==> config.mk <==
export PLATFORM = sky130hd
export DESIGN_NAME = seq_chunk_adder
export DESIGN_NICKNAME = d
export VERILOG_FILES = /design/src/rtl/seq_chunk_adder.sv
export SDC_FILE = /design/constraint.sdc
export NUM_CORES = 1
export LEC_CHECK = 0
export ABC_AREA = 1
export BUFFER_PORTS_ARGS = -buffer_cell sky130_fd_sc_hd__buf_2
export CAP_MARGIN = 5
export CORE_AREA = 2 2 83 85
export DETAILED_ROUTE_END_ITERATION = 16
export DIE_AREA = 0 0 85 87
export MAX_ROUTING_LAYER = met4
export PLACE_DENSITY_LB_ADDON = 0.08
export SLEW_MARGIN = 5
export SYNTH_ARGS = -nofsm -noshare
export SYNTH_HDL_FRONTEND = slang
export SYNTH_SLANG_ARGS = --single-unit
==> constraint.sdc <==
create_clock -name clk -period 3.5 [get_ports clk]
set_input_delay 0.35 -clock clk [delete_from_list [all_inputs] [get_ports clk]]
set_output_delay 0.35 -clock clk [all_outputs]
set_load 0.005 [all_outputs]
==> src/rtl/seq_chunk_adder.sv <==
// seq_chunk_adder: multi-cycle WIDTH-bit adder/subtractor that walks the
// operands CHUNK bits per clock through one small ripple-carry slice, with
// valid/ready handshakes on the operand and result sides.
module seq_chunk_adder #(
    parameter int WIDTH = 16,
    parameter int CHUNK = 4
) (
    input  logic             clk,
    input  logic             rst,
    input  logic             in_valid,
    output logic             in_ready,
    input  logic [WIDTH-1:0] a,
    input  logic [WIDTH-1:0] b,
    input  logic             cin,
    input  logic             sub,
    output logic             out_valid,
    input  logic             out_ready,
    output logic [WIDTH-1:0] s,
    output logic             cout,
    output logic             ovf
);
    localparam int NCH = WIDTH / CHUNK;
    localparam int CW  = (NCH > 1) ? $clog2(NCH) : 1;
    localparam int IW  = (WIDTH > 1) ? $clog2(WIDTH) : 1;
    localparam int MSB = WIDTH - 1;

    typedef enum logic [1:0] {
        IDLE = 2'd0,
        RUN  = 2'd1,
        DONE = 2'd2
    } state_t;

    state_t           state_r;
    state_t           state_next_s;
    logic [CW-1:0]    cnt_r;
    logic [WIDTH-1:0] a_r;
    logic [WIDTH-1:0] be_r;      // b already inverted for subtract
    logic [WIDTH-1:0] res_r;     // partial result, filled LSB chunk first
    logic             carry_r;   // carry between chunks, seeded with c0
    logic [WIDTH-1:0] s_r;
    logic             cout_r;
    logic             ovf_r;
    logic             in_ready_r;
    logic             out_valid_r;

    logic [IW-1:0]    base_s;
    logic [CHUNK-1:0] a_chunk_s;
    logic [CHUNK-1:0] b_chunk_s;
    logic [CHUNK:0]   chunk_sum_s;
    logic [WIDTH-1:0] res_next_s;
    logic             last_s;
    logic             ovf_next_s;

    // Chunk slice: add the current chunk pair plus the running carry and
    // merge the chunk sum into the partial result.
    always_comb begin
        base_s      = IW'(32'(cnt_r) * CHUNK);
        a_chunk_s   = a_r[base_s +: CHUNK];
        b_chunk_s   = be_r[base_s +: CHUNK];
        chunk_sum_s = {1'b0, a_chunk_s} + {1'b0, b_chunk_s} + {{CHUNK{1'b0}}, carry_r};
        res_next_s  = res_r;
        res_next_s[base_s +: CHUNK] = chunk_sum_s[CHUNK-1:0];
        last_s      = (cnt_r == CW'(NCH - 1));
        ovf_next_s  = (a_r[MSB] == be_r[MSB]) && (res_next_s[MSB] != a_r[MSB]);
    end

    // Next-state logic for the IDLE -> RUN -> DONE handshake sequence.
    always_comb begin
        state_next_s = state_r;
        case (state_r)
            IDLE: begin
                if (in_valid) begin
                    state_next_s = RUN;
                end else begin
                    state_next_s = IDLE;
                end
            end
            RUN: begin
                if (last_s) begin
                    state_next_s = DONE;
                end else begin
                    state_next_s = RUN;
                end
            end
            DONE: begin
                if (out_ready) begin
                    state_next_s = IDLE;
                end else begin
                    state_next_s = DONE;
                end
            end
            default: begin
                state_next_s = IDLE;
            end
        endcase
    end

    // State, handshake flags and datapath registers; reset discards any
    // partial result and clears the visible result.
    always_ff @(posedge clk) begin
        if (rst) begin
            state_r     <= IDLE;
            in_ready_r  <= 1'b1;
            out_valid_r <= 1'b0;
            cnt_r       <= {CW{1'b0}};
            a_r         <= {WIDTH{1'b0}};
            be_r        <= {WIDTH{1'b0}};
            res_r       <= {WIDTH{1'b0}};
            carry_r     <= 1'b0;
            s_r         <= {WIDTH{1'b0}};
            cout_r      <= 1'b0;
            ovf_r       <= 1'b0;
        end else begin
            state_r     <= state_next_s;
            in_ready_r  <= (state_next_s == IDLE);
            out_valid_r <= (state_next_s == DONE);
            case (state_r)
                IDLE: begin
                    if (in_valid) begin
                        a_r     <= a;
                        be_r    <= sub ? ~b : b;
                        carry_r <= cin ^ sub;
                        res_r   <= {WIDTH{1'b0}};
                        cnt_r   <= {CW{1'b0}};
                    end
                end
                RUN: begin
                    res_r   <= res_next_s;
                    carry_r <= chunk_sum_s[CHUNK];
                    cnt_r   <= cnt_r + CW'(1);
                    if (last_s) begin
                        s_r    <= res_next_s;
                        cout_r <= chunk_sum_s[CHUNK];
                        ovf_r  <= ovf_next_s;
                    end
                end
                DONE: begin
                    // result held until the consumer takes it
                end
                default: begin
                    // unreachable encodings recover through next-state logic
                end
            endcase
        end
    end

    assign in_ready  = in_ready_r;
    assign out_valid = out_valid_r;
    assign s         = s_r;
    assign cout      = cout_r;
    assign ovf       = ovf_r;

endmodule

==> impl_metrics.yaml, run 1 <==
outcome:
  status: "finished, final reports clean"
logic_synthesis:
  synth-main-ff-cell: "sky130_fd_sc_hd__dfxtp_1"
  ys.warnings.count: 0
  seq_area_frac_synth_pct: 41.1
  synth_nets: 499
  number_of_distinct_library_cells_after_synthesis: 35
  mappedNetlistArea_mm2: 0.00355
  synthCells: 450
  flip_flop_and_latch_count_after_synthesis: 73
  synth_enable_flop_cells: 0
  syn_area_per_cell_um2: 7.90
  postSynth.asyncResetShare_pct: 0
grt:
  track_usage_pct: 23.4
  number_of_antenna_violations_at_the_first_check_in_global_routing: 0
  grt_max_degree: 39
  first_global_vias: 2953
  grt_first_pass_wirelength_um: 13700
  globalRoute.totalOverflow: 0
run:
  timing.max_cap.violations: 0
clocking:
  cts_htree_levels: 3
  clk_pin_slew_ns: 0.07
  cts_hold_buf: 0
  cts_buffer_depth: 2
  clk_latency_worst_skew_pair_ns: 0.34
  number_of_cts_inserted_buffers: 9
  postCtsSetupBuffers: 0
  postCtsResizedCells: 0
  clkSinkCount: 73
  cts_tree: "done"
  cts-root-buf: "sky130_fd_sc_hd__clkbuf_8"
placed_design:
  routabilityCongestion: 0.873
  detailed_place_hpwl_um: 5690
  dpl.cell_count: 565
  placement.io_buffers: 57
critical_path:
  timing.setup.critical_path_class: "reg -> reg"
  critical-path-slowest-cell: "sky130_fd_sc_hd__dfxtp_1"
  worstPathArrival_ns: 3.04
  crit_path_end_kind: "flip-flop"
  max_stage_delay_ns: 0.41
  crit_path_cell_trace: "inv_1 > o21ai_0 > o22ai_1 > fa_1 > inv_1 > fa_1 > xor2_1 > nor2_1 > nand2_1 > o21ai_0 > nand2_1 > a21oi_1"
  cp_max_fo: 13
  start_kind: "flip-flop"
  worst-endpoint-required_ns: 3.78
routing:
  remaining_drc_errors: 0
  number_of_vias_in_the_routed_layout: 3059
  antenna_violating_nets_left: 0
  routedWlPerCell_um: 13.5
  detailedRoute.firstPassIterationCount: 4
  route.detailed.vias_per_inst: 5.27
  detail_route.wirelength_um: 7840
  detailedRoute.firstIterationViolations: 156
cells_and_area:
  num_antenna_cells: 0
  finalNetCount: 545
  drive_above_1_share_pct: 19.0
  final_core_utilization_pct: 60.9
  areaGrowthSynthToFinish_pct: 12.5
  stdcell_count: 581
timing:
  timing.final.setup_violations: 0
  totalNegativeSetupSlack_ns: 0
  clock-skew-final_ns: 0.00758
  timing.final.crit_share_pct: 78.8
  max_clock_freq_ghz: 0.363
  min_period_ns: 2.76
  slew_viol_final: 0
  worst-slew-pin-transition_ns: 0.515
  max-slew-margin-rel_pct: 65.6
  grt_setup_unrepaired: "no"
  final-hold-violation-count: 0
floorplan:
  floorplan.io_pins: 58
  start_util_pct: 54.1
  placementRows: 30
  die_area_mm2: 0.00740
  fp.dieH_um: 87
  coreArea_mm2: 0.00657
  dieWidth_um: 85
worst_hold_path:
  classification_of_the_worst_slack_hold_path: "in -> reg"
pwr:
  worst_vdd_drop_mv: 0.321
  power.total_uw: 1920
  p_leak_uw: 0.00179
  power.density_mw_per_mm2: 481
[per-stage QoR]
stage               hold WS [ns]  worst slack [ns]  instance area [um2]
floorplan                  0.430              1.02                 3550
global placement           0.450             0.942                 3800
detailed placement         0.455             0.811                 3800
CTS                        0.224             0.781                 4000
global route               0.230             0.450                 4000
finish                     0.225             0.742                 4000
[synthesized netlist by cell type (2+ instances only)]
library cell               number  share of area, %
sky130_fd_sc_hd__nor2_1        67               7.1
sky130_fd_sc_hd__a211oi_2       9               3.2
sky130_fd_sc_hd__buf_2          4              0.56
sky130_fd_sc_hd__buf_4          8               1.7
sky130_fd_sc_hd__nand3_1        7              0.99
sky130_fd_sc_hd__nand2_2        2              0.35
sky130_fd_sc_hd__xnor2_1       15               3.7
sky130_fd_sc_hd__a21oi_1       21               3.0
sky130_fd_sc_hd__fa_1           2               1.1
sky130_fd_sc_hd__o22ai_1       13               2.3
sky130_fd_sc_hd__ha_1           9               3.2
sky130_fd_sc_hd__nand2_1       60               6.3
sky130_fd_sc_hd__inv_1         44               4.6
sky130_fd_sc_hd__a211oi_1       7               1.5
sky130_fd_sc_hd__xor2_1         3              0.74
sky130_fd_sc_hd__nor2_4         2              0.63
sky130_fd_sc_hd__o21ai_0       49               6.9
sky130_fd_sc_hd__clkbuf_1       9              0.95
sky130_fd_sc_hd__inv_2          4              0.42
sky130_fd_sc_hd__buf_6          6               1.9
sky130_fd_sc_hd__a22o_1         2              0.49
sky130_fd_sc_hd__o21bai_1       9               1.9
sky130_fd_sc_hd__o21a_1        10               2.1
sky130_fd_sc_hd__nand4_1        4              0.70
sky130_fd_sc_hd__dfxtp_1       73                41
sky130_fd_sc_hd__a32oi_1        2              0.49
[kinds of logic after synthesis]
group           Yosys count  share of synthesized area (%)
simple gates            146                           17.0
compound gates          126                           22.9
buf+inv                  76                           10.3
flops                    73                           41.1
xor+xnor                 18                           4.44
fa+ha+maj                11                           4.29
[area by class of cell]
cell class              count  area, um2
multi-input cells         301       1730
fillers                   620       2570
flip-flops and latches     73       1460
repair buffers             62        323
clock buffers              13        139
inverters                  49        184
clock inverters             3       65.1
well taps                  80        100
[worst paths after layout]
check	startpoint	endpoint	slack [ns]	cells after the start
setup / recovery	cnt_r[1]	res_r[14]	0.74	12
hold reg to reg	be_r[1]	be_r[1]	0.46	2
setup reg to reg	cnt_r[1]	res_r[14]	0.74	12
hold / removal	a[12]	a_r[12]	0.22	3
[placed cells by master, fill, tap and decap left out, drive strengths merged, types with 7 or more instances in the layout]
cell    instances
dfxtp          73
nor2           70
nand2          63
buf            62
o21ai          50
inv            48
a21oi          21
a211oi         17
xnor2          15
o22ai          13
clkbuf         13
o21a           10
o21bai          9
ha              9
nand3           7
[critical path: cells and delay by family, from the launching register on]
| kind | cells | cell delay [ns] |
|---|---|---|
| AND/OR/NAND/NOR | 3 | 0.36 |
| AO/OA/AOI/OAI | 4 | 0.71 |
| XOR/XNOR | 1 | 0.17 |
| buffers and inverters | 2 | 0.39 |
| adder cells (fa/ha/maj) | 2 | 0.64 |
| flip-flops | 1 | 0.41 |
[per-layer routing]
layer  global-route usage [%]  vias up  routed length [um]
li1                         -     1568                   -
met3                     3.60       18                 280
met2                     38.4       71                3860
met1                     29.0     1402                3510
met5                        -        -                   0
met4                     9.67        0                 188
[sequential cells by signal (all words and copies together), names as in the netlist]
| name | cells |
|---|---|
| out_valid | 1 |
| s | 16 |
| in_ready | 1 |
| res_r | 16 |
| a_r | 16 |
| carry_r | 1 |
| ovf | 1 |
| state_r | 2 |
| be_r | 16 |
| cnt_r | 2 |
| cout | 1 |
[power breakdown]
part           switching, uW  internal (uW)
Clock                    297            402
Sequential              27.1            873
Combinational            205            121
Total                    529           1400
(Power assumes the default switching activity.)
==> run 2, diff against run 1 <==
Settings changed: CORE_AREA 2 2 83 85 to 2 2 87 89, DIE_AREA 0 0 85 87 to 0 0 89 91.
Clock period 3.5 ns to 2.5 ns, I/O delays scaled along.
==> impl_metrics.yaml, run 2 (same netlist as run 1, synthesis figures left out) <==
outcome:
  status: "finished, final reports clean"
clocking:
  cts-root-buf: "sky130_fd_sc_hd__clkbuf_8"
  postCtsResizedCells: 0
  postCtsSetupBuffers: 0
  cts_htree_levels: 3
  number_of_cts_inserted_buffers: 9
  clk_latency_worst_skew_pair_ns: 0.35
  clkSinkCount: 73
  cts_tree: "done"
  cts_buffer_depth: 2
  clk_pin_slew_ns: 0.08
  cts_hold_buf: 0
routing:
  number_of_vias_in_the_routed_layout: 3038
  detailedRoute.firstIterationViolations: 92
  remaining_drc_errors: 0
  antenna_violating_nets_left: 0
  detailedRoute.firstPassIterationCount: 4
  detail_route.wirelength_um: 8010
  route.detailed.vias_per_inst: 5.01
  routedWlPerCell_um: 13.2
critical_path:
  critical-path-top-cell-by-count: "sky130_fd_sc_hd__nand2_1"
  rr_endpoint: "res_r[14]"
  worst_setup_path_startpoint: "cnt_r[0]"
  max_stage_delay_ns: 0.39
  timing.setup.critical_path_class: "reg -> reg"
  critical-path-slowest-cell: "sky130_fd_sc_hd__fa_1"
  crit_path_end_kind: "flip-flop"
  start_kind: "flip-flop"
  timing.reg2reg.worst_path_depth: 12
  crit_path_cell_trace: "buf_12 > o21ai_0 > o22ai_1 > fa_2 > inv_1 > fa_1 > xor2_1 > nor2_1 > nand2_1 > o21ai_2 > nand2_1 > a21oi_1"
  crit_path_end: "res_r[14]"
  worst-endpoint-required_ns: 2.78
  rr_startpoint: "cnt_r[0]"
  cp_max_fo: 18
  worstPathArrival_ns: 2.70
  critPathTopFamily: "adder cells"
  regToRegSetupSlack_ns: 0.08
  crit_buf_inv: 2
  logic_depth_of_the_worst_path_buffers_included: 12
cells_and_area:
  finalNetCount: 551
  stdcell_count: 606
  areaGrowthSynthToFinish_pct: 15.3
  drive_above_1_share_pct: 22.3
  most-common-layout-cells: "71 x sky130_fd_sc_hd__dfxtp_1, 67 x sky130_fd_sc_hd__nor2_1, 60 x sky130_fd_sc_hd__nand2_1"
  num_antenna_cells: 0
  fillCellCount: 711
  commonest_non_fill_non_tap_cell_in_the_layout: "sky130_fd_sc_hd__dfxtp_1"
grt:
  grt_max_degree: 48
  first_global_vias: 2957
  grt_first_pass_wirelength_um: 13600
  track_usage_pct: 21.9
  globalRoute.totalOverflow: 0
  number_of_antenna_violations_at_the_first_check_in_global_routing: 0
timing:
  max_clock_freq_ghz: 0.413
  max-slew-margin-rel_pct: 64.0
  hold_ws_ns: 0.123
  worst-slew-pin-transition_ns: 0.538
  min_period_ns: 2.42
  final-hold-violation-count: 0
  grt_setup_unrepaired: "yes"
  clock-skew-final_ns: 0.0118
  timing.final.setup_violations: 0
  timing.final.crit_share_pct: 96.9
  slew_viol_final: 0
placed_design:
  detailed_place_hpwl_um: 5690
  dpl.cell_count: 590
  routabilityCongestion: 0.924
  placement.io_buffers: 57
pwr:
  p_leak_uw: 0.00182
  power.density_mw_per_mm2: 643
  worst_vdd_drop_mv: 0.303
floorplan:
  fp.dieH_um: 91
  placementRows: 31
  start_util_pct: 49.8
  coreArea_mm2: 0.00714
  dieWidth_um: 89
  floorplan.io_pins: 58
  die_area_mm2: 0.00810
worst_hold_path:
  classification_of_the_worst_slack_hold_path: "in -> reg"
  whs_path_depth: 3
  hold_path.startpoint: "a[7]"
run:
  timing.max_cap.violations: 0
run 2: final cells by class:
class                   count  area, um2  share of cell area, %
clock buffers              10        128                   3.11
inverters                  49        186                   4.55
repair buffers             68        380                   9.28
clock inverters             6       58.8                   1.44
flip-flops and latches     73       1470                   35.8
multi-input cells         301       1750                   42.8
well taps                  99        124                   3.02
run 2: report_power, final:
part           leakage [uW]  switching (uW)  internal, uW  total [uW]
combinational       0.00113             294           182         476
sequential         0.000598            39.3          1220        1260
clock             0.0000998             440           456         897
run 2: worst min-delay path, delay by kind of cell:
kind | cells | cell delay [ns]
buffers and inverters | 1 | 0.07
AND/OR/NAND/NOR | 2 | 0.11
run 2: worst min path at each step:
stage / to / slack (ns)
6_report: a_r[7] / 0.12
4_1_cts: a_r[14] / 0.11
3_3_place_gp: res_r[6] / 0.45
5_1_grt: a_r[3] / 0.11
2_1_floorplan: a_r[0] / 0.38
3_5_place_dp: res_r[6] / 0.46
run 2: routing by layer:
layer | routed length [um] | GRT usage [%] | up-vias
met3 | 273 | 4.64 | 20
met2 | 3810 | 33.1 | 75
met1 | 3730 | 28.2 | 1365
met5 | 0 | - | -
met4 | 188 | 9.58 | 0
li1 | - | - | 1578
run 2: per-stage QoR:
step | TNS [ns] | total power [uW] | util, % | area (um2) | setup slack (ns)
global route | -0.197 | 2780 | 57.4 | 4100 | -0.0709
CTS | 0 | 2660 | 56.9 | 4060 | 0.0719
global placement | 0 | 1750 | 54.3 | 3880 | 0.159
floorplan | 0 | 1630 | - | 3550 | 0.0161
detailed placement | 0 | 1760 | 54.3 | 3880 | 0.0805
finish | 0 | 2630 | 57.4 | 4100 | 0.0779
